**src/rtl/mem_bus_arbiter.sv**
```systemverilog
// Shares one external memory bus between the IF fetch port and the MEM load/store port.
// Non-preemptive request/ack FSM with registered bus outputs, ready pulses and a wait-state timeout.
module mem_bus_arbiter #(
  parameter int unsigned TIMEOUT_CYCLES = 64
) (
  input  logic        clk,
  input  logic        rst,
  input  logic        flush,
  input  logic        if_req,
  input  logic [31:0] if_addr,
  output logic [31:0] if_rdata,
  output logic        if_ready,
  input  logic        mem_req,
  input  logic        mem_we,
  input  logic [3:0]  mem_sel,
  input  logic [31:0] mem_addr,
  input  logic [31:0] mem_wdata,
  output logic [31:0] mem_rdata,
  output logic        mem_ready,
  output logic        bus_cyc,
  output logic        bus_stb,
  output logic        bus_we,
  output logic [3:0]  bus_sel,
  output logic [31:0] bus_addr,
  output logic [31:0] bus_wdata,
  input  logic [31:0] bus_rdata,
  input  logic        bus_ack,
  output logic        bus_err,
  output logic        stallreq_if,
  output logic        stallreq_mem
);

  localparam int unsigned CW = (TIMEOUT_CYCLES > 2) ? $clog2(TIMEOUT_CYCLES) : 1;
  localparam logic [CW-1:0] CNT_LAST = CW'(TIMEOUT_CYCLES - 1);

  typedef enum logic [1:0] {IDLE, BUS_IF, BUS_MEM} state_t;

  state_t        state, state_nxt;
  logic [CW-1:0] wait_cnt;
  logic          kill;
  logic          issue_if, issue_mem, done_ack, done_tmo;

  always_comb begin
    state_nxt = state;
    issue_if  = 1'b0;
    issue_mem = 1'b0;
    done_ack  = 1'b0;
    done_tmo  = 1'b0;
    case (state)
      IDLE: begin
        // A port whose ready is pulsing right now is retiring, not requesting again.
        if (mem_req && !mem_ready) begin
          state_nxt = BUS_MEM;
          issue_mem = 1'b1;
        end else if (if_req && !if_ready) begin
          state_nxt = BUS_IF;
          issue_if  = 1'b1;
        end
      end
      BUS_IF, BUS_MEM: begin
        if (bus_ack) begin
          state_nxt = IDLE;
          done_ack  = 1'b1;
        end else if (wait_cnt == CNT_LAST) begin
          state_nxt = IDLE;
          done_tmo  = 1'b1;
        end
      end
      default: state_nxt = IDLE;
    endcase
  end

  always_ff @(posedge clk) begin
    if (rst) begin
      state     <= IDLE;
      bus_cyc   <= 1'b0;
      bus_stb   <= 1'b0;
      bus_we    <= 1'b0;
      bus_sel   <= '0;
      bus_addr  <= '0;
      bus_wdata <= '0;
      if_ready  <= 1'b0;
      mem_ready <= 1'b0;
      if_rdata  <= '0;
      mem_rdata <= '0;
      bus_err   <= 1'b0;
      wait_cnt  <= '0;
      kill      <= 1'b0;
    end else begin
      state     <= state_nxt;
      if_ready  <= 1'b0;
      mem_ready <= 1'b0;
      bus_err   <= 1'b0;

      if (issue_mem) begin
        bus_cyc   <= 1'b1;
        bus_stb   <= 1'b1;
        bus_we    <= mem_we;
        bus_sel   <= mem_sel;
        bus_addr  <= mem_addr;
        bus_wdata <= mem_wdata;
        wait_cnt  <= '0;
      end else if (issue_if) begin
        bus_cyc   <= 1'b1;
        bus_stb   <= 1'b1;
        bus_we    <= 1'b0;
        bus_sel   <= 4'hF;
        bus_addr  <= if_addr;
        bus_wdata <= '0;
        wait_cnt  <= '0;
      end else if (state != IDLE && !bus_ack) begin
        wait_cnt <= wait_cnt + 1'b1;
      end

      if (state == BUS_IF && flush) kill <= 1'b1;

      if (done_ack || done_tmo) begin
        bus_cyc <= 1'b0;
        bus_stb <= 1'b0;
        bus_err <= done_tmo;
        kill    <= 1'b0;
        if (state == BUS_MEM) begin
          mem_ready <= 1'b1;
          if (done_tmo)     mem_rdata <= '0;
          else if (!bus_we) mem_rdata <= bus_rdata;
        end else if (!(kill || flush)) begin
          // A flush landing in the completing cycle still kills delivery.
          if_ready <= 1'b1;
          if_rdata <= done_tmo ? '0 : bus_rdata;
        end
      end
    end
  end

  assign stallreq_if  = !rst && if_req  && !if_ready;
  assign stallreq_mem = !rst && mem_req && !mem_ready;

endmodule

```
**config.mk**
```make
export PLATFORM = sky130hd
export DESIGN_NAME = mem_bus_arbiter
export DESIGN_NICKNAME = d
export VERILOG_FILES = /design/src/rtl/mem_bus_arbiter.sv
export SDC_FILE = /design/constraint.sdc
export NUM_CORES = 1
export LEC_CHECK = 0
export ABC_AREA = 1
export BUFFER_PORTS_ARGS = -buffer_cell sky130_fd_sc_hd__buf_4
export CAP_MARGIN = 20
export CORE_ASPECT_RATIO = 2
export CORE_MARGIN = 2
export CORE_UTILIZATION = 40
export DETAILED_ROUTE_END_ITERATION = 10
export GPL_TIMING_DRIVEN = 1
export HOLD_SLACK_MARGIN = 0.08
export PLACE_DENSITY = 0.71
export SLEW_MARGIN = 20
export SYNTH_ARGS = -nofsm -noshare
export SYNTH_HDL_FRONTEND = slang
export SYNTH_SLANG_ARGS = --single-unit
```
**constraint.sdc**
```tcl
create_clock -name clk -period 3.9 [get_ports clk]
set_input_delay 0.195 -clock clk [delete_from_list [all_inputs] [get_ports clk]]
set_output_delay 0.195 -clock clk [all_outputs]
set_load 0.05 [all_outputs]
```
==> impl_metrics.sql, run 1 <==
INSERT INTO impl_metrics (metric_group, metric, value, unit) VALUES
('clock_network', 'clock-sinks', '146', ''),
('global_route', 'grtUsageTotal', '0.249', ''),
('clock_network', 'cts.repair.resized', '0', ''),
('synthesis', 'synth_edf_count', '0', ''),
('power_and_ir_drop', 'ir_worst_vdd', '0.331', 'mV'),
('sta', 'final_max_slew_viol_count', '0', ''),
('floorplan', 'io-pin-count', '279', ''),
('synthesis', 'synth_ff_type', 'sky130_fd_sc_hd__dfxtp_1', ''),
('clock_network', 'htree_levels', '4', ''),
('floorplan', 'placement_rows', '62', ''),
('synthesis', 'synth.ff_latch_count', '146', ''),
('power_and_ir_drop', 'switchingPower', '1.74', 'mW'),
('clock_network', 'clock_pin_transition_on_the_worst_setup_and_hold_timing_paths', '0.06', 'ns'),
('synthesis', 'synth.top_cell.area_share', '0.500', ''),
('clock_network', 'clock_tree_buf_depth', '2', ''),
('worst_setup_path', 'max_stage_delay', '0.53', 'ns'),
('synthesis', 'synth_fp_nets', '919', ''),
('cells_and_area', 'layout-drive-gt1-share', '0.313', ''),
('status', 'run_status', 'finished, final reports clean', ''),
('worst_setup_path', 'timing.critical_path.slowest_stage_cell', 'sky130_fd_sc_hd__nor2_2', ''),
('worst_setup_path', 'startpoint_type', 'flop', ''),
('cells_and_area', 'flow.area_growth_from_synthesis', '55.2', '%'),
('global_route', 'first_pass_grt_wire_length', '29800', 'um'),
('routing', 'firstDrtPassIters', '4', ''),
('cells_and_area', 'fillCellCount', '1268', ''),
('synthesis', 'synth.cell_area', '0.00585', 'mm2'),
('worst_setup_path', 'critPathTopFamily', 'simple AND/OR/NAND/NOR gates', ''),
('synthesis', 'post_synth_main_area_contributors', 'sky130_fd_sc_hd__dfxtp_1 50%, sky130_fd_sc_hd__nand2_1 13%, sky130_fd_sc_hd__nor2_1 11%', ''),
('clock_network', 'clock_tree_from_tritoncts', 'built', ''),
('floorplan', 'die-height', '175', 'um'),
('clock_network', 'insertion_delay', '0.42', 'ns'),
('clock_network', 'cts-hold-fix-buffers', '52', ''),
('floorplan', 'die_w', '89.5', 'um'),
('sta', 'clock_skew', '0.00949', 'ns'),
('sta', 'maxClockFrequency', '385', 'MHz'),
('floorplan', 'coreArea', '0.0144', 'mm2'),
('worst_setup_path', 'worstPathArrival', '2.93', 'ns'),
('sta', 'worst_slew_margin_rel', '0.444', ''),
('cells_and_area', 'finalNetCount', '1221', ''),
('global_route', 'antenna_violations_before_repair', '0', ''),
('clock_network', 'cts_made_buffers', '17', ''),
('power_and_ir_drop', 'switching_share', '0.357', ''),
('synthesis', 'synthMostInstantiatedCell', 'sky130_fd_sc_hd__nand2_1', ''),
('synthesis', 'synthesis.yosys.warnings', '0', ''),
('cells_and_area', 'finish.utilization', '0.633', ''),
('sta', 'report.final.hold_viol_count', '0', ''),
('global_route', 'pin_count_of_the_biggest_net_entering_global_routing', '80', ''),
('synthesis', 'seq_area_frac_synth', '0.500', ''),
('job', 'drv_cap', '0', ''),
('cells_and_area', 'antenna_cells_inserted', '0', ''),
('synthesis', 'biggest_area_consumer_among_synthesized_cells', 'sky130_fd_sc_hd__dfxtp_1', ''),
('routing', 'detail_route.wirelength', '19600', 'um'),
('synthesis', 'postSynthAreaPerCell', '7.54', 'um2'),
('worst_setup_path', 'cp_cell_sequence', 'inv_1 > ha_1 > nand2_2 > inv_2 > buf_4 > nor2_2 > buf_4 > nand2_1 > o31ai_1', ''),
('power_and_ir_drop', 'power.clock.fraction', '0.342', ''),
('routing', 'drt.antenna.violating_nets', '0', ''),
('global_route', 'gr-max-usage-layer', 'met2', ''),
('global_route', 'met1_usage', '0.230', ''),
('worst_setup_path', 'timing.setup.critical_path_class', 'flop to flop', ''),
('routing', 'iteration_0_drc_markers', '204', ''),
('power_and_ir_drop', 'power-per-cell-area', '538', 'mW/mm2'),
('place', 'gp_routability_congestion', '0.792', ''),
('clock_network', 'number_of_buffers_added_for_setup_after_cts', '0', ''),
('routing', 'routed-via-count', '6199', ''),
('global_route', 'met2_use_gr', '0.464', ''),
('worst_setup_path', 'r2r_setup_slack', '1.30', 'ns'),
('power_and_ir_drop', 'leakage', '4.24', 'nW'),
('global_route', 'grt_overflow', '0', ''),
('sta', 'fin_crit', '2.60', 'ns'),
('sta', 'rsz0062_at_grt', 'false', ''),
('worst_setup_path', 'critical_path.max_fanout', '38', '');
==> state kept, by name, summed over array words and instances, names as in the netlist, 2 cells and up <==
| name | flops |
|---|---|
| wait_cnt | 6 |
| state | 2 |
| bus_wdata | 32 |
| bus_sel | 4 |
| mem_rdata | 32 |
| bus_addr | 32 |
| if_rdata | 32 |
==> through the flow <==
| stage | setup slack, ns | cell area (um2) | power (mW) |
|---|---|---|---|
| 3_5_place_dp | 1.28 | 7950 | 3.20 |
| 4_1_cts | 1.27 | 9080 | 4.92 |
| 3_3_place_gp | 1.33 | 7950 | 3.18 |
| 6_report | 1.30 | 9080 | 4.89 |
| 5_1_grt | 1.02 | 9080 | 5.11 |
| 2_1_floorplan | 2.15 | 5850 | 2.73 |
==> layout make-up <==
class | count | area [um2] | share of cell area
inverter | 28 | 105 | 0.0116
sequential | 146 | 2920 | 0.322
tap | 192 | 240 | 0.0265
multi-input combinational | 548 | 2540 | 0.280
timing repair buffer | 337 | 2660 | 0.293
clock buffer | 20 | 447 | 0.0492
clock inverter | 12 | 158 | 0.0174
==> layer usage <==
layer  wire length [um]  vias up  share of wire
met2              10900      242           0.56
met1               6550     2803           0.33
met4                891        0          0.045
met3               1290       61          0.066
met5                  0        -              0
li1                   -     3093              -
==> worst paths after layout <==
kind                                           startpoint  cells after the start                   endpoint
worst max register to register      state[0]$_SDFFE_PP0P_                      9   bus_addr[5]$_SDFFE_PP0P_
worst min register to register  bus_addr[28]$_SDFFE_PP0P_                      2  bus_addr[28]$_SDFFE_PP0P_
worst max-delay path                state[0]$_SDFFE_PP0P_                      9   bus_addr[5]$_SDFFE_PP0P_
worst min-delay path                         mem_addr[29]                      3  bus_addr[29]$_SDFFE_PP0P_
==> layout by cell type (no fill, tap or decap) <==
master,count
sky130_fd_sc_hd__a21oi_1,72
sky130_fd_sc_hd__bufinv_16,3
sky130_fd_sc_hd__inv_6,1
sky130_fd_sc_hd__nand3_4,1
sky130_fd_sc_hd__nor2_4,1
sky130_fd_sc_hd__dlygate4sd3_1,52
sky130_fd_sc_hd__inv_2,6
sky130_fd_sc_hd__nor2_8,1
sky130_fd_sc_hd__o21bai_1,11
sky130_fd_sc_hd__o31ai_1,32
sky130_fd_sc_hd__clkbuf_1,2
sky130_fd_sc_hd__clkinv_4,3
sky130_fd_sc_hd__o221a_1,4
sky130_fd_sc_hd__nand3_2,3
sky130_fd_sc_hd__xnor2_1,1
sky130_fd_sc_hd__clkinvlp_4,3
sky130_fd_sc_hd__clkbuf_16,17
sky130_fd_sc_hd__clkinv_2,2
sky130_fd_sc_hd__nand2_1,199
sky130_fd_sc_hd__nor2_1,163
sky130_fd_sc_hd__xor2_1,2
sky130_fd_sc_hd__o21bai_4,1
sky130_fd_sc_hd__clkbuf_8,1
sky130_fd_sc_hd__ha_1,4
sky130_fd_sc_hd__nand3_1,2
sky130_fd_sc_hd__nor3_1,2
sky130_fd_sc_hd__buf_4,285
sky130_fd_sc_hd__o21ai_0,35
sky130_fd_sc_hd__o21a_1,1
sky130_fd_sc_hd__nand2_2,1
sky130_fd_sc_hd__dfxtp_1,146
sky130_fd_sc_hd__inv_1,22
sky130_fd_sc_hd__nor2_2,12
==> logic make-up (layout without fill, tap and decap cells) <==
kind of cell               count (synthesis)  count (layout)  share of synthesized area
buffers and inverters                     82             397                     0.0668
xor gates and xnor gates                   3               3                    0.00449
adders and majority gates                  4               4                    0.00856
DFF                                      146             146                      0.500
AOI/OAI and AO/OA                        156             156                      0.159
and+or+nand+nor                          385             385                      0.261
==> worst register-to-register path: stages (launching register included) <==
cell,delay (ns)
sky130_fd_sc_hd__dfxtp_1,0.35
sky130_fd_sc_hd__inv_1,0.08
sky130_fd_sc_hd__ha_1,0.23
sky130_fd_sc_hd__nand2_2,0.49
sky130_fd_sc_hd__inv_2,0.05
sky130_fd_sc_hd__buf_4,0.25
sky130_fd_sc_hd__nor2_2,0.54
sky130_fd_sc_hd__buf_4,0.34
sky130_fd_sc_hd__nand2_1,0.11
sky130_fd_sc_hd__o31ai_1,0.08
==> power groups by stage <==
| stage | Clock [mW] | Combinational (mW) | Sequential, mW |
|---|---|---|---|
| finish | 1.67 | 1.48 | 1.74 |
| global route | 1.78 | 1.58 | 1.75 |
| CTS | 1.70 | 1.48 | 1.73 |
| detailed placement | 0 | 1.43 | 1.77 |
| global placement | 0 | 1.42 | 1.76 |
| floorplan | 0 | 0.460 | 2.27 |
No activity file was read; power rests on OpenSTA's default activity.
==> run 2: changes to the inputs <==
ABC_AREA = 0   (was 1)
PLACE_DENSITY = 0.74   (was 0.71)
clock period = 2.37 ns   (was 3.9 ns; I/O delays follow)
==> run 2 against run 1 <==
Effect of this change: setup slack got worse by 1.2 ns; hold slack got worse by 0.0061 ns; highest routed layer unchanged; routed wire length rose by 0.60%; count of clock-buffer cells in the layout fell by 2; fmax rose by 14%.
==> impl_metrics.sql, run 2 <==
INSERT INTO impl_metrics (metric_group, metric, value, unit) VALUES
('status', 'run_status', 'finished, final reports clean', ''),
('routing', 'routed-via-count', '6123', ''),
('global_route', 'antenna_violations_before_repair', '0', ''),
('routing', 'remaining_drc_errors', '0', ''),
('synthesis', 'postSynthAreaPerCell', '9.48', 'um2'),
('synthesis', 'seq_area_frac_synth', '0.516', ''),
('global_route', 'grt_overflow', '0', ''),
('worst_setup_path', 'reg_to_reg_startpoint', 'state[0]$_SDFFE_PP0P_', ''),
('cells_and_area', 'layout.cell_area.non_filler', '0.00968', 'mm2'),
('clock_network', 'cts_made_buffers', '17', ''),
('power_and_ir_drop', 'leakage', '4.29', 'nW'),
('worst_setup_path', 'timing.critical_path.from', 'state[0]$_SDFFE_PP0P_', ''),
('power_and_ir_drop', 'ir_worst_vdd', '0.694', 'mV'),
('global_route', 'via_count_of_the_first_global_routing_pass', '5807', ''),
('cells_and_area', 'most-common-layout-cells', '294 x sky130_fd_sc_hd__buf_4, 146 x sky130_fd_sc_hd__dfxtp_1, 120 x sky130_fd_sc_hd__dlygate4sd3_1', ''),
('routing', 'drt-vias-per-instance', '5.20', ''),
('power_and_ir_drop', 'power', '7.84', 'mW'),
('clock_network', 'clock-sinks', '146', ''),
('global_route', 'grtUsageTotal', '0.245', ''),
('worst_setup_path', 'cells_on_worst_reg2reg_path', '9', ''),
('synthesis', 'synth.top_cell.area_share', '0.516', ''),
('place', 'io_buffer_count', '278', ''),
('worst_setup_path', 'critical_path.max_fanout', '9', ''),
('clock_network', 'htree_levels', '4', ''),
('sta', 'final_worst_path_cycle_share', '0.963', ''),
('synthesis', 'synthMostInstantiatedCell', 'sky130_fd_sc_hd__dfxtp_1', ''),
('worst_hold_path', 'worst_hold_startpoint', 'if_addr[30]', ''),
('cells_and_area', 'finish.utilization', '0.697', ''),
('routing', 'iteration_0_drc_markers', '235', ''),
('synthesis', 'synth_cell_type_count', '41', ''),
('floorplan', 'starting_density', '0.407', ''),
('sta', 'clock_skew', '0.0138', 'ns'),
('synthesis', 'synthesis.yosys.warnings', '0', ''),
('floorplan', 'dieArea', '0.0152', 'mm2'),
('worst_hold_path', 'worst_hold_path.num_cells', '3', ''),
('sta', 'maxClockFrequency', '438', 'MHz'),
('floorplan', 'placement_rows', '61', ''),
('worst_setup_path', 'timing.setup.critical_path_class', 'flop to flop', ''),
('routing', 'drt.antenna.violating_nets', '0', ''),
('floorplan', 'die_w', '88.1', 'um'),
('synthesis', 'synth.cell_area', '0.00566', 'mm2'),
('worst_hold_path', 'holdCritPathClass', 'primary input to flop', ''),
('sta', 'max_slew.worst_pin.slew', '0.983', 'ns'),
('power_and_ir_drop', 'power-per-cell-area', '810', 'mW/mm2'),
('worst_setup_path', 'timing.critical_path.slowest_stage_cell', 'sky130_fd_sc_hd__dlygate4sd3_1', ''),
('worst_setup_path', 'cp_cell_sequence', 'inv_1 > ha_1 > buf_4 > nand3b_1 > buf_4 > buf_12 > mux2i_2 > dlygate4sd3_1 > a211oi_1', ''),
('worst_setup_path', 'worstPathArrival', '2.53', 'ns'),
('synthesis', 'synth_edf_count', '0', ''),
('sta', 'report.final.hold_viol_count', '0', ''),
('place', 'gp_routability_congestion', '0.807', ''),
('clock_network', 'clockRootBuffer', 'sky130_fd_sc_hd__clkbuf_16', ''),
('worst_setup_path', 'endpoint_kind', 'flop', ''),
('clock_network', 'clock_tree_from_tritoncts', 'built', ''),
('synthesis', 'synth.cells.most_frequent', '146 x sky130_fd_sc_hd__dfxtp_1, 68 x sky130_fd_sc_hd__a21oi_1, 51 x sky130_fd_sc_hd__nor2_1', ''),
('floorplan', 'io-pin-count', '279', ''),
('worst_setup_path', 'critPathTopFamily', 'buffers and inverters', ''),
('clock_network', 'insertion_delay', '0.42', 'ns'),
('sta', 'fin_crit', '2.28', 'ns'),
('routing', 'routedWlPerCell', '16.8', 'um'),
('cells_and_area', 'finalNetCount', '1119', ''),
('synthesis', 'post_synth_main_area_contributors', 'sky130_fd_sc_hd__dfxtp_1 52%, sky130_fd_sc_hd__a21oi_1 6.0%, sky130_fd_sc_hd__mux2i_1 5.7%', ''),
('clock_network', 'clock_tree_buf_depth', '2', ''),
('worst_setup_path', 'max_stage_delay', '0.59', 'ns'),
('global_route', 'pin_count_of_the_biggest_net_entering_global_routing', '71', ''),
('floorplan', 'die-height', '172', 'um'),
('floorplan', 'coreArea', '0.0139', 'mm2'),
('worst_setup_path', 'cp.required', '2.62', 'ns'),
('place', 'detailed_place.area', '0.00783', 'mm2'),
('cells_and_area', 'flow.area_growth_from_synthesis', '71.0', '%'),
('worst_setup_path', 'timing.critical_path.mode_cell', 'sky130_fd_sc_hd__buf_4', ''),
('cells_and_area', 'final_common_cell', 'sky130_fd_sc_hd__buf_4', ''),
('sta', 'totalNegativeSetupSlack', '0', 'ns'),
('synthesis', 'synth_fp_nets', '740', ''),
('synthesis', 'netlist_instances', '597', ''),
('cells_and_area', 'antenna_cells_inserted', '0', ''),
('global_route', 'first_pass_grt_wire_length', '29000', 'um'),
('synthesis', 'biggest_area_consumer_among_synthesized_cells', 'sky130_fd_sc_hd__dfxtp_1', ''),
('sta', 'worst_slew_margin_rel', '0.344', ''),
('sta', 'final_max_slew_viol_count', '0', ''),
('cells_and_area', 'layout-drive-gt1-share', '0.345', ''),
('sta', 'rsz0062_at_grt', 'false', ''),
('worst_setup_path', 'timing.critical_path.buf_inv', '5', ''),
('sta', 'setup-violations-final', '0', ''),
('clock_network', 'clock_pin_transition_on_the_worst_setup_and_hold_timing_paths', '0.06', 'ns'),
('place', 'detailedPlacementHpwl', '12000', 'um'),
('job', 'drv_cap', '0', ''),
('routing', 'detail_route.wirelength', '19700', 'um'),
('worst_setup_path', 'path_depth', '9', ''),
('synthesis', 'synth-async-reset-ratio', '0', ''),
('worst_setup_path', 'startpoint_type', 'flop', ''),
('routing', 'firstDrtPassIters', '5', ''),
('synthesis', 'synth.ff_latch_count', '146', ''),
('synthesis', 'synth_ff_type', 'sky130_fd_sc_hd__dfxtp_1', '');
-- run 2: area by class of cell --
cell class / instances / area (um2)
Sequential cell: 146 / 2920
Inverter: 2 / 7.51
Tap cell: 189 / 236
Multi-Input combinational cell: 392 / 2450
Timing Repair Buffer: 417 / 3480
Fill cell: 1043 / 4210
Clock inverter: 14 / 144
Clock buffer: 18 / 439
-- run 2: what timing repair did --
action                     4_1_cts  5_1_grt
hold buffers                   117        3
resized for setup                0        2
hold endpoints to repair       127        2
setup buffers                    0        1
setup endpoints to repair        0       16
-- run 2: where the power goes --
part | total (mW) | switching, mW | internal (mW)
sequential | 2.79 | 0.120 | 2.67
clock | 2.63 | 1.12 | 1.51
combinational | 2.41 | 1.51 | 0.905
total | 7.84 | 2.75 | 5.09
-- run 2: kinds of logic after synthesis --
logic type	Yosys count	share of synthesized area
AOI/OAI and AO/OA	175	0.201
xor gates and xnor gates	5	0.00774
adders and majority gates	4	0.00884
buffers and inverters	59	0.0551
DFF	146	0.516
muxes	32	0.0566
and+or+nand+nor	176	0.155
-- run 2: per-stage QoR --
stage	hold slack, ns	setup slack, ns	std cells
finish	0.0844	0.0878	1178
global route	0.101	0.00740	1178
global placement	0.327	0.398	1023
CTS	0.0800	0.110	1172
floorplan	0.244	0.672	597
detailed placement	0.332	0.329	1023
-- run 2: worst register-to-register path, stage by stage, from the launching register on --
cell and delay, ns:
sky130_fd_sc_hd__dfxtp_1 0.34, sky130_fd_sc_hd__inv_1 0.08, sky130_fd_sc_hd__ha_1 0.23, sky130_fd_sc_hd__buf_4 0.16, sky130_fd_sc_hd__nand3b_1 0.08, sky130_fd_sc_hd__buf_4 0.18
sky130_fd_sc_hd__buf_12 0.16, sky130_fd_sc_hd__mux2i_2 0.24, sky130_fd_sc_hd__dlygate4sd3_1 0.59, sky130_fd_sc_hd__a211oi_1 0.08
-- run 2: final timing paths --
| path | end | slack [ns] |
|---|---|---|
| min reg2reg | mem_rdata[10]$_SDFFE_PP0P_ | 0.45 |
| max reg2reg | bus_addr[16]$_SDFFE_PP0P_ | 0.09 |
| max | bus_addr[16]$_SDFFE_PP0P_ | 0.09 |
| min | bus_addr[30]$_SDFFE_PP0P_ | 0.08 |
-- run 2: per-layer routing --
layer / GRT usage / routed length, um
met1: 0.253 / 6690
met2: 0.450 / 11200
met3: 0.0525 / 1090
met4: 0.127 / 738
met5: 0 / 0
==> run 3: changes to the inputs <==
ABC_CLOCK_PERIOD_IN_PS = 2370   (was default)
BUFFER_PORTS_ARGS = default   (was -buffer_cell sky130_fd_sc_hd__buf_4)
DONT_BUFFER_PORTS = 1   (was default)
PLACE_DENSITY = default   (was 0.74)
==> run 3 against run 2 <==
Effect of this change: final area is 19% lower; sequential cell count stayed put; final cell count is 22% lower; utilization shrank 13 points; global-route usage fell by 3.0 points; largest power group unchanged.
==> impl_metrics.sql, run 3 (synthesized netlist as in run 2, its figures left out) <==
INSERT INTO impl_metrics (metric_group, metric, value, unit) VALUES
('place', 'detailed_place.area', '0.00579', 'mm2'),
('routing', 'routedLengthMet1', '5780', 'um'),
('sta', 'totalNegativeSetupSlack', '0', 'ns'),
('worst_setup_path', 'endpoint_kind', 'flop', ''),
('sta', 'clock_skew', '0.00980', 'ns'),
('power_and_ir_drop', 'ir_worst_vdd', '0.523', 'mV'),
('power_and_ir_drop', 'leakage', '2.98', 'nW'),
('cells_and_area', 'layout.cell_area.non_filler', '0.00785', 'mm2'),
('routing', 'routed-via-count', '5122', ''),
('routing', 'top_layer', 'met4', ''),
('place', 'io_buffer_count', '0', ''),
('worst_hold_path', 'worst_hold_startpoint', 'rst', ''),
('floorplan', 'coreArea', '0.0139', 'mm2'),
('power_and_ir_drop', 'power-per-cell-area', '929', 'mW/mm2'),
('routing', 'remaining_drc_errors', '0', ''),
('floorplan', 'placement_rows', '61', ''),
('worst_setup_path', 'timing.critical_path.from', 'state[1]$_SDFFE_PP0P_', ''),
('clock_network', 'clock_tree_from_tritoncts', 'built', ''),
('worst_setup_path', 'timing.critical_path.mode_cell', 'sky130_fd_sc_hd__buf_4', ''),
('routing', 'drt.antenna.violating_nets', '0', ''),
('worst_setup_path', 'cp.required', '2.68', 'ns'),
('sta', 'report.final.hold_viol_count', '0', ''),
('worst_setup_path', 'startpoint_type', 'flop', ''),
('sta', 'final_max_slew_viol_count', '0', ''),
('cells_and_area', 'final_common_cell', 'sky130_fd_sc_hd__dfxtp_1', ''),
('cells_and_area', 'finish.cell_count_without_fillers', '924', ''),
('cells_and_area', 'layout-drive-gt1-share', '0.0952', ''),
('place', 'detailedPlacementHpwl', '10500', 'um'),
('floorplan', 'io-pin-count', '279', ''),
('clock_network', 'insertion_delay', '0.41', 'ns'),
('routing', 'detail_route.wirelength', '17200', 'um'),
('place', 'place.detailed.instances', '749', ''),
('place', 'gp_routability_congestion', '0.794', ''),
('worst_hold_path', 'holdCritPathClass', 'primary input to flop', ''),
('clock_network', 'clockRootBuffer', 'sky130_fd_sc_hd__clkbuf_16', ''),
('routing', 'dr_wl_met2', '9690', 'um'),
('floorplan', 'starting_density', '0.407', ''),
('routing', 'iteration_0_drc_markers', '214', ''),
('sta', 'fin_crit', '2.27', 'ns'),
('routing', 'routedWlPerCell', '18.6', 'um'),
('global_route', 'antenna_violations_before_repair', '0', ''),
('sta', 'worst_slew_margin_rel', '0.397', ''),
('sta', 'final_worst_path_cycle_share', '0.957', ''),
('job', 'drv_cap', '0', ''),
('worst_setup_path', 'critical_path.max_fanout', '18', ''),
('floorplan', 'die-height', '172', 'um'),
('power_and_ir_drop', 'power', '7.29', 'mW'),
('global_route', 'first_pass_grt_wire_length', '25500', 'um'),
('floorplan', 'die_w', '88.1', 'um'),
('global_route', 'pin_count_of_the_biggest_net_entering_global_routing', '109', ''),
('worst_setup_path', 'reg_to_reg_startpoint', 'state[1]$_SDFFE_PP0P_', ''),
('worst_setup_path', 'timing.setup.critical_path_class', 'flop to flop', ''),
('worst_setup_path', 'worstPathArrival', '2.58', 'ns'),
('worst_setup_path', 'cp_cell_sequence', 'inv_1 > ha_2 > buf_4 > nand3b_1 > buf_4 > clkbuf_16 > mux2i_1 > dlygate4sd3_1 > a211oi_1', ''),
('global_route', 'grtUsageTotal', '0.215', ''),
('cells_and_area', 'most-common-layout-cells', '146 x sky130_fd_sc_hd__dfxtp_1, 138 x sky130_fd_sc_hd__dlygate4sd3_1, 68 x sky130_fd_sc_hd__a21oi_1', ''),
('clock_network', 'clock-sinks', '146', ''),
('worst_setup_path', 'reg2reg_to', 'bus_addr[8]$_SDFFE_PP0P_', ''),
('worst_hold_path', 'worst_hold_path.num_cells', '2', ''),
('status', 'run_status', 'finished, final reports clean', ''),
('cells_and_area', 'flow.area_growth_from_synthesis', '38.7', '%'),
('global_route', 'via_count_of_the_first_global_routing_pass', '5191', ''),
('clock_network', 'htree_levels', '4', ''),
('worst_setup_path', 'r2r_setup_slack', '0.10', 'ns'),
('cells_and_area', 'finalNetCount', '865', ''),
('sta', 'max_slew.worst_pin.slew', '0.904', 'ns'),
('sta', 'maxClockFrequency', '441', 'MHz'),
('routing', 'met3WireLength', '1170', 'um'),
('routing', 'firstDrtPassIters', '5', ''),
('cells_and_area', 'antenna_cells_inserted', '0', ''),
('clock_network', 'cts_made_buffers', '17', ''),
('worst_setup_path', 'max_stage_delay', '0.55', 'ns'),
('worst_setup_path', 'timing.critical_path.slowest_stage_cell', 'sky130_fd_sc_hd__dlygate4sd3_1', ''),
('clock_network', 'clock_pin_transition_on_the_worst_setup_and_hold_timing_paths', '0.07', 'ns'),
('routing', 'drt-vias-per-instance', '5.54', ''),
('floorplan', 'dieArea', '0.0152', 'mm2'),
('sta', 'setup-violations-final', '0', ''),
('worst_setup_path', 'cells_on_worst_reg2reg_path', '9', ''),
('global_route', 'grt_overflow', '0', ''),
('clock_network', 'clock_tree_buf_depth', '2', ''),
('worst_hold_path', 'timing.hold.worst_endpoint', 'bus_wdata[12]$_SDFFE_PP0P_', '');
run 3: layout make-up:
cell class,count,area (um2)
Clock buffer,18,439
Clock inverter,14,119
Fill cell,1222,6040
Inverter,2,7.51
Multi-Input combinational cell,392,2460
Sequential cell,146,2920
Tap cell,189,236
Timing Repair Buffer,163,1670
run 3: stage by stage:
stage / hold WS, ns / setup WS, ns / util
finish: 0.138 / 0.102 / 0.565
global route: 0.121 / -0.0108 / 0.565
CTS: 0.104 / 0.0439 / 0.560
detailed placement: 0.204 / 0.277 / 0.417
global placement: 0.205 / 0.390 / 0.417
floorplan: 0.244 / 0.672 / -
run 3: worst max path at each step:
stage          cells past startpoint                    endpoint
3_3_place_gp                       5   bus_wdata[7]$_SDFFE_PP0P_
5_1_grt                            9    bus_addr[8]$_SDFFE_PP0P_
2_1_floorplan                      8   mem_rdata[2]$_SDFFE_PP0P_
6_report                           9    bus_addr[8]$_SDFFE_PP0P_
3_5_place_dp                       5  bus_wdata[10]$_SDFFE_PP0P_
4_1_cts                            7    bus_addr[4]$_SDFFE_PP0P_
run 3: repair_timing:
item | in CTS | in global routing
setup buffers | 0 | 2
endpoints found under the setup margin | 0 | 10
hold endpoints to repair | 146 | 0
hold buffers | 140 | 0
resized for setup | 0 | 7
run 3: where the power goes:
| group | internal (mW) | switching (mW) |
|---|---|---|
| logic | 0.571 | 0.663 |
| clock network | 1.40 | 1.12 |
| registers | 2.67 | 0.865 |
| total | 4.64 | 2.65 |
run 3: worst max-delay path, delay by kind of cell (launching register included):
family	cells	cell delay, ns
flops	1	0.32
simple gates	1	0.10
buf+inv	5	1.15
mux	1	0.13
fa+ha+maj	1	0.19
compound gates	1	0.25
run 3: layer usage:
metal  GRT usage  vias up
met5           0        -
met4       0.121        0
met3      0.0606       44
met2       0.397      242
met1       0.205     2406
li1            -     2430
